`src/rtl/alu_pwr_pkg.sv`:
```
// Shared types and defaults for the ALU power-gating sequencer.
package alu_pwr_pkg;

  typedef enum logic [2:0] {
    ST_OFF     = 3'd0,
    ST_PWR_UP  = 3'd1,
    ST_RST_REL = 3'd2,
    ST_ACTIVE  = 3'd3,
    ST_ISO_ON  = 3'd4
  } pwr_state_e;

  localparam int unsigned DEF_PWR_UP_CYCLES = 8;
  localparam int unsigned DEF_ISO_SETUP     = 2;
  localparam int unsigned DEF_IDLE_TIMEOUT  = 64;
  localparam int unsigned DEF_CNT_W         = 8;

  // Domain control pins as seen by the power domain.
  typedef struct packed {
    logic pwr_en;
    logic iso_en;
    logic rst_n;
    logic ready;
  } dom_ctrl_t;

  // Fixed per-state drive. Isolation stays on whenever the domain is
  // unpowered or held in reset; only ACTIVE removes the clamp.
  function automatic dom_ctrl_t decode_state(input pwr_state_e s);
    dom_ctrl_t c;
    c = '{pwr_en: 1'b0, iso_en: 1'b1, rst_n: 1'b0, ready: 1'b0};
    case (s)
      ST_PWR_UP:  c = '{pwr_en: 1'b1, iso_en: 1'b1, rst_n: 1'b0, ready: 1'b0};
      ST_RST_REL: c = '{pwr_en: 1'b1, iso_en: 1'b1, rst_n: 1'b1, ready: 1'b0};
      ST_ACTIVE:  c = '{pwr_en: 1'b1, iso_en: 1'b0, rst_n: 1'b1, ready: 1'b1};
      ST_ISO_ON:  c = '{pwr_en: 1'b1, iso_en: 1'b1, rst_n: 1'b1, ready: 1'b0};
      default:    c = '{pwr_en: 1'b0, iso_en: 1'b1, rst_n: 1'b0, ready: 1'b0};
    endcase
    return c;
  endfunction

endpackage

```
`src/rtl/alu_pwr_ctrl_timer.sv`:
```
// Loadable down-counter shared by the power-up settle and isolation setup phases.
module pwr_timer #(
  parameter int unsigned CNT_W = 8
) (
  input  logic             clk,
  input  logic             rst_n,
  input  logic             load,
  input  logic [CNT_W-1:0] load_val,
  output logic [CNT_W-1:0] value,
  output logic             done
);

  logic [CNT_W-1:0] cnt_q, cnt_d;

  // Load wins; otherwise count down and park at zero.
  always_comb begin
    cnt_d = cnt_q;
    if (load)              cnt_d = load_val;
    else if (cnt_q != '0)  cnt_d = cnt_q - 1'b1;
  end

  // Counter register, synchronous active-low reset.
  always_ff @(posedge clk) begin
    if (!rst_n) cnt_q <= '0;
    else        cnt_q <= cnt_d;
  end

  assign value = cnt_q;
  assign done  = (cnt_q == '0);

endmodule

```
`src/rtl/alu_pwr_ctrl.sv`:
```
// ALU power-domain sequencer: OFF -> PWR_UP -> RST_REL -> ACTIVE -> ISO_ON -> OFF.
module alu_pwr_ctrl
  import alu_pwr_pkg::*;
#(
  parameter int unsigned PWR_UP_CYCLES = DEF_PWR_UP_CYCLES,
  parameter int unsigned ISO_SETUP     = DEF_ISO_SETUP,
  parameter int unsigned IDLE_TIMEOUT  = DEF_IDLE_TIMEOUT,
  parameter int unsigned CNT_W         = DEF_CNT_W
) (
  input  logic       clk,
  input  logic       rst_n,
  input  logic       op_req,
  output logic       op_grant,
  input  logic       alu_busy,
  input  logic       sleep_req,
  input  logic       wake_req,
  output logic       alu_pwr_en,
  output logic       iso_en,
  output logic       alu_rst_n,
  output logic [2:0] pwr_state,
  output logic       ready
);

  // Timer is loaded with N-1 on the transition into a timed state, so the
  // state lasts exactly N cycles (it exits on the cycle the count is zero).
  localparam logic [CNT_W-1:0] PU_LOAD   = CNT_W'(PWR_UP_CYCLES - 1);
  localparam logic [CNT_W-1:0] ISO_LOAD  = CNT_W'(ISO_SETUP - 1);
  localparam logic [CNT_W-1:0] IDLE_LAST = (IDLE_TIMEOUT == 0) ? '0 : CNT_W'(IDLE_TIMEOUT - 1);

  pwr_state_e       state_q, state_d;
  logic [CNT_W-1:0] idle_q, idle_d;
  dom_ctrl_t        ctrl_q, ctrl_d;
  logic             tmr_load;
  logic [CNT_W-1:0] tmr_load_val;
  logic [CNT_W-1:0] tmr_value;
  logic             tmr_done;
  logic             idle_cyc;
  logic             idle_expired;

  pwr_timer #(.CNT_W(CNT_W)) u_timer (
    .clk      (clk),
    .rst_n    (rst_n),
    .load     (tmr_load),
    .load_val (tmr_load_val),
    .value    (tmr_value),
    .done     (tmr_done)
  );

  // Next state, timer loads and idle counter; sleep_req dominates wake sources.
  always_comb begin
    state_d      = state_q;
    idle_d       = '0;
    tmr_load     = 1'b0;
    tmr_load_val = '0;
    idle_cyc     = (state_q == ST_ACTIVE) && !op_req && !alu_busy;
    idle_expired = (IDLE_TIMEOUT != 0) && idle_cyc && (idle_q == IDLE_LAST);
    case (state_q)
      ST_OFF: begin
        if ((op_req || wake_req) && !sleep_req) begin
          state_d      = ST_PWR_UP;
          tmr_load     = 1'b1;
          tmr_load_val = PU_LOAD;
        end
      end
      ST_PWR_UP:  if (tmr_done) state_d = ST_RST_REL;
      ST_RST_REL: state_d = ST_ACTIVE;
      ST_ACTIVE: begin
        // Saturate so a disabled timeout never wraps into a false expiry.
        if (idle_cyc) idle_d = (idle_q == '1) ? idle_q : idle_q + 1'b1;
        if (!alu_busy && (sleep_req || idle_expired)) begin
          state_d      = ST_ISO_ON;
          tmr_load     = 1'b1;
          tmr_load_val = ISO_LOAD;
        end
      end
      // Power-down always completes; new requests wait for OFF.
      ST_ISO_ON:  if (tmr_value == '0) state_d = ST_OFF;
      default:    state_d = ST_OFF;
    endcase
    ctrl_d = decode_state(state_d);
  end

  // State, idle count and decoded domain pins registered together.
  always_ff @(posedge clk) begin
    if (!rst_n) begin
      state_q <= ST_OFF;
      idle_q  <= '0;
      ctrl_q  <= decode_state(ST_OFF);
    end else begin
      state_q <= state_d;
      idle_q  <= idle_d;
      ctrl_q  <= ctrl_d;
    end
  end

  // Grant is combinational so the requester can start in the same cycle.
  assign op_grant   = rst_n && (state_q == ST_ACTIVE) && op_req && !alu_busy && !sleep_req;
  assign alu_pwr_en = ctrl_q.pwr_en;
  assign iso_en     = ctrl_q.iso_en;
  assign alu_rst_n  = ctrl_q.rst_n;
  assign ready      = ctrl_q.ready;
  assign pwr_state  = state_q;

endmodule

```
`config.mk`:
```
export PLATFORM = sky130hd
export DESIGN_NAME = alu_pwr_ctrl
export DESIGN_NICKNAME = d
export VERILOG_FILES = /design/src/rtl/alu_pwr_pkg.sv /design/src/rtl/alu_pwr_ctrl_timer.sv /design/src/rtl/alu_pwr_ctrl.sv
export SDC_FILE = /design/constraint.sdc
export NUM_CORES = 1
export LEC_CHECK = 0
export ABC_CLOCK_PERIOD_IN_PS = 2260
export CAP_MARGIN = 20
export CORE_AREA = 4 4 44 62
export CTS_CLUSTER_DIAMETER = 40
export DETAILED_ROUTE_END_ITERATION = 8
export DIE_AREA = 0 0 48 66
export PLACE_DENSITY = 0.83
export SETUP_SLACK_MARGIN = 0.3
export SLEW_MARGIN = 10
export SYNTH_ARGS = -nofsm -noshare
export SYNTH_HDL_FRONTEND = slang
export SYNTH_SLANG_ARGS = --single-unit
```
`constraint.sdc`:
```
create_clock -name clk -period 2.26 [get_ports clk]
set_input_delay 0.226 -clock clk [delete_from_list [all_inputs] [get_ports clk]]
set_output_delay 0.226 -clock clk [all_outputs]
set_load 0.005 [all_outputs]
```
## Word-level counts from Yosys, hierarchy flattened

Cells that the tools add are included.
W data, S select, Z words.

| storage, ports and cells | value |
|---|---|
| logic and storage cells | 53 |
| register bits | 23 |

| operators by class | value |
|---|---|
| muxes and demuxes | 14 |
| add/subtract/negate cells | 2 |
| reductions and logical operators | 20 |
| equality and inequality tests | 10 |

Operators with widths:

| operator | count |
|---|---|
| $mux W8 | 2 |
| $mux W3 | 5 |
| $pmux W3 S5 | 1 |
| $eq A3 B2 Y1 const B | 4 |
| $pmux W4 S3 | 1 |
| $logic_and A1 B1 Y1 | 9 |
| $add A8 B1 Y8 const B | 1 |
| $eq A8 B6 Y1 const B | 1 |
| $eq A8 B8 Y1 const B | 1 |
| $logic_not A8 Y1 | 1 |
| $reduce_bool A8 Y1 | 1 |
| $sub A8 B1 Y8 const B | 1 |
| $eq A3 B1 Y1 const B | 2 |
| $eq A3 B3 Y1 const B | 2 |
| $pmux W3 S2 | 1 |
| $logic_not A1 Y1 | 3 |
| $logic_not A3 Y1 | 1 |
| $mux W1 | 3 |
| $reduce_and A3 Y1 | 1 |
| $logic_or A1 B1 Y1 | 2 |
| $pmux W1 S2 | 1 |
| $reduce_bool A2 Y1 | 1 |
| $reduce_or A2 Y1 | 1 |

## Depth between registers and ports, before layout

| logic depth | value |
|---|---|
| word-level depth | 11 |
| gate-level depth with buffers | 7 |
| depth with buffers taken out | 6 |

## Hierarchy

From an unflattened synthesis, not the netlist that was laid out.

| unflattened totals | value |
|---|---|
| cell total of the unflattened synthesis | 137 |
| area total of the unflattened synthesis | 1262.5 µm² |

Modules (own cells, without submodules):

| module | cells an instance | area each (µm²) | instances |
|---|---|---|---|
| alu_pwr_ctrl | 86 | 804.5 | 1 |
| pwr_timer | 51 | 457.9 | 1 |

## Worst setup path before layout

Ideal clock, no wire load.

| timing | value |
|---|---|
| path type | reg2reg |
| start | register u_timer.cnt_q[0] (netlist: u_timer.value[0]) |
| end | register u_timer.cnt_q[1] (netlist: u_timer.value[1]) |
| buffers on the path | 1 |
| path slack | 0.445 ns |
| data required time | 2.144 ns |
| stages on the path, launching flop included | 8 |
| arrival time | 1.699 ns |
| period minus slack after synthesis | 1.815 ns |
| library setup time | 0.116 ns |
| cell sequence | dfxtp_1 inv_1 ha_1 nor4b_4 or4b_1 buf_2 mux2i_1 a31o_2 |

| on the way | value |
|---|---|
| cells in the longest elaborated chain, start to end | 3 |

Ends and longest elaborated chain:

| element | RTL line | RTL |
|---|---|---|
| from (decl) | alu_pwr_ctrl_timer.sv:13 | `logic [CNT_W-1:0] cnt_q, cnt_d;` |
| from (signal assigned) | alu_pwr_ctrl_timer.sv:25 | `else cnt_q <= cnt_d;` |
| $sub A8 B1 Y8 | alu_pwr_ctrl_timer.sv:19 | `else if (cnt_q != '0) cnt_d = cnt_q - 1'b1;` |
| $mux W8 | alu_pwr_ctrl_timer.sv:19 |  |
| $mux W8 | alu_pwr_ctrl_timer.sv:18 | `if (load) cnt_d = load_val;` |

Parallel ways exist; a longest one is shown, timed or not. The select of a mux whose other input is x is not followed.
A chain may end at the register's enable or synchronous reset.

## Worst setup path after layout

| timing | value |
|---|---|
| start | input rst_n |
| end | output op_grant |

| on the way | value |
|---|---|
| cells in the longest elaborated chain, start to end | 4 |

Ends and longest elaborated chain:

| element | RTL line | RTL |
|---|---|---|
| from (decl) | alu_pwr_ctrl.sv:11 | `input logic rst_n,` |
| $logic_and A1 B1 Y1 (4 in a row) | alu_pwr_ctrl.sv:97 | `assign op_grant = rst_n && (state_q == ST_ACTIVE) && op_req && !alu_busy && !sleep_req;` |
| to (decl) | alu_pwr_ctrl.sv:13 | `output logic op_grant,` |

Every way passes these cells.

==> impl_metrics.toml <==
[sta]
slew_viol_final = 0
relSlewSlack_pct = 66.2
setup_tns_ns = 0
fin_crit_ns = 1.94
worst_pin_slew_ns = 0.502
setup_violations = 0
rsz0062_at_grt = "true"
hold_viol = 0
max_freq_mhz = 515
fin_crit_sh_pct = 85.8
skew_ns = 0.00404

[routing]
wirelength_um = 2200
first_pass_iters = 4
ant_nets = 0
num_vias = 940
via_per_inst = 5.95
drt-initial-drc-count = 12
wl_per_cell_um = 13.9
drc_errors = 0

[power_and_ir_drop]
vdd_ir_drop_max_mv = 0.521
p_per_area_nw_per_um2 = 990
leakagePower_nw = 0.527

[synthesis]
synth_compound_area_share_pct = 19.6
ys_async_sr_fraction_pct = 0
synth_edf_count = 0
synth.largest_area_cell = "dfxtp_1"
postSynthCellCount = 123
ys.flop_type = "dfxtp_1"
ys_ff_latch = 23
synth_simple_gate_area_share_pct = 28.2
synth_common_cells = "dfxtp_1, a21oi_1, nand2_1"
netlist.area_leader.share_pct = 40.8
ys_top_cells_by_area = "dfxtp_1, a21oi_1, nand2_1"
syn_nets = 131
yosysSeqAreaShare_pct = 40.8
synth-xor-area-share_pct = 3.88
yosys_warnings = 0
synth_most_common_cell = "dfxtp_1"
netlist_area_um2 = 1130
yosysUniqueCellTypes = 45
synth_top_family_by_area = "simple AND/OR/NAND/NOR gates"
muxShareOfSynthArea_pct = 1.78
synth_area_per_cell_um2 = 9.17
yosys.area_share.adder_pct = 2.22

[clock_tree]
clockRootBuffer = "clkbuf_4"
cts_hold_buf = 0
tritoncts = "built"
htreeDepth = 1
cts_buffers = 3
cts.path.max_buffers = 2
worstSkewPairLatency_ns = 0.30
clk_pin_slew_ns = 0.11
clock_sinks = 23

[grt]
grt_pass1_wl_um = 3900
grt_usage_pct = 16.5
grt_pass1_vias = 938
grt_overflow = 0
grt_start_max_net_pins = 13
grt_antenna_before_repair = 0

[layout]
fillers = 199
nNetsFinal = 145
syn_to_final_growth_pct = 17.1
antenna_cells = 0
layout-drive-gt1-share_pct = 11.0
fin_cells = 158

[placed_design]
hpwl_um = 1670
routabilityCongestion = 0.832
numPortBuffers = 13
dp.cells = 153

[run_status]
status = "complete, no violations"

[setup_path]
critPathKind = "input pin to output port"
cp-end-kind = "output port"
worst_ep_required_time_ns = 2.03
startpoint_type = "input pin"
reg2regPathDepth = 6
cp_data_arrival_time_ns = 1.71
cp_max_fo = 7

[floorplanning]
die_h_um = 66
dieArea_um2 = 3170
num_io_pins = 14
die_x_um = 48
rows = 20
core_area_um2 = 2150
initial_core_util_pct = 52.4

[worst_hold_path]
min_path_type = "register to register"
holdPathStages = 1

[job]
maxCapViolCount = 0
[cells by family after synthesis]
kind of cell,Yosys count
DFF,23
adders and majority gates,2
muxes,2
AOI/OAI and AO/OA,32
and+or+nand+nor,49
xor gates and xnor gates,5
buffers and inverters,10
[path summary, 6_finish.rpt]
kind	start	to	slack, ns
min	idle_q[2]	idle_q[2]	0.52
min reg2reg	idle_q[2]	idle_q[2]	0.52
max reg2reg	u_timer.value[0]	u_timer.value[1]	0.40
max	rst_n	op_grant	0.32
[state kept, by name, summed over array words and instances, names as in the netlist]
name,cells
u_timer.value,8
alu_rst_n,1
iso_en,1
idle_q,8
pwr_state,3
ready,1
alu_pwr_en,1
[critical path: stages]
cell	delay [ns]
clkdlybuf4s50_1	0.62
and4b_1	0.23
and3_1	0.15
clkdlybuf4s50_1	0.49
[cell usage in the layout (no fill, tap or decap), drive strengths merged, types with 3 or more instances in the layout]
cell type / Yosys / final
dfxtp: 23 / 23
nor2: 8 / 8
clkbuf: 4 / 4
or3: 5 / 5
a21oi: 10 / 10
xor2: 3 / 3
nor2b: 3 / 3
clkdlybuf4s50: 0 / 13
o31ai: 3 / 3
nand2: 9 / 9
and3: 4 / 4
inv: 5 / 5
a31oi: 4 / 4
[report_power, final]
part           leakage [nW]  switching (mW)  internal (mW)
Sequential            0.188          0.0875          0.486
Combinational         0.325           0.241          0.313
Clock                0.0150           0.110         0.0688
[cell type report]
class                   count  area [um^2]  area share (%)
multi-input cells          90          648            49.1
well taps                  22         27.5            2.09
clock buffers               4         26.3            1.99
inverters                   5         18.8            1.42
flip-flops and latches     23          462            35.0
repair buffers             14          138            10.4
[layer usage]
layer  vias to the layer above  GRT usage (%)  routed length, um
met3                         5           3.81                 49
li1                        483              -                  -
met1                       444           19.3                952
met4                         0           7.07                 35
met5                         -              0                  0
met2                         8           27.3               1160
[per-stage QoR]
stage	setup slack, ns	cell area [um^2]	hold slack, ns	power [mW]	utilization (%)
4_1_cts	0.304	1290	0.525	1.26	60.2
3_3_place_gp	0.336	1260	0.488	1.07	58.8
5_1_grt	0.224	1320	0.570	1.42	61.3
2_1_floorplan	0.445	1130	0.357	0.950	-
3_5_place_dp	0.272	1260	0.497	1.08	58.8
6_report	0.320	1320	0.518	1.31	61.3
[timing repair]
item / in CTS / in global routing
setup buffers: 0 / 1
hold endpoints to repair: 0 / 0
pin swaps: 0 / 0
cloned: 0 / 0
resized for setup: 2 / 3
setup endpoints to repair: 1 / 8
No activity file was read; power rests on OpenSTA's default activity.
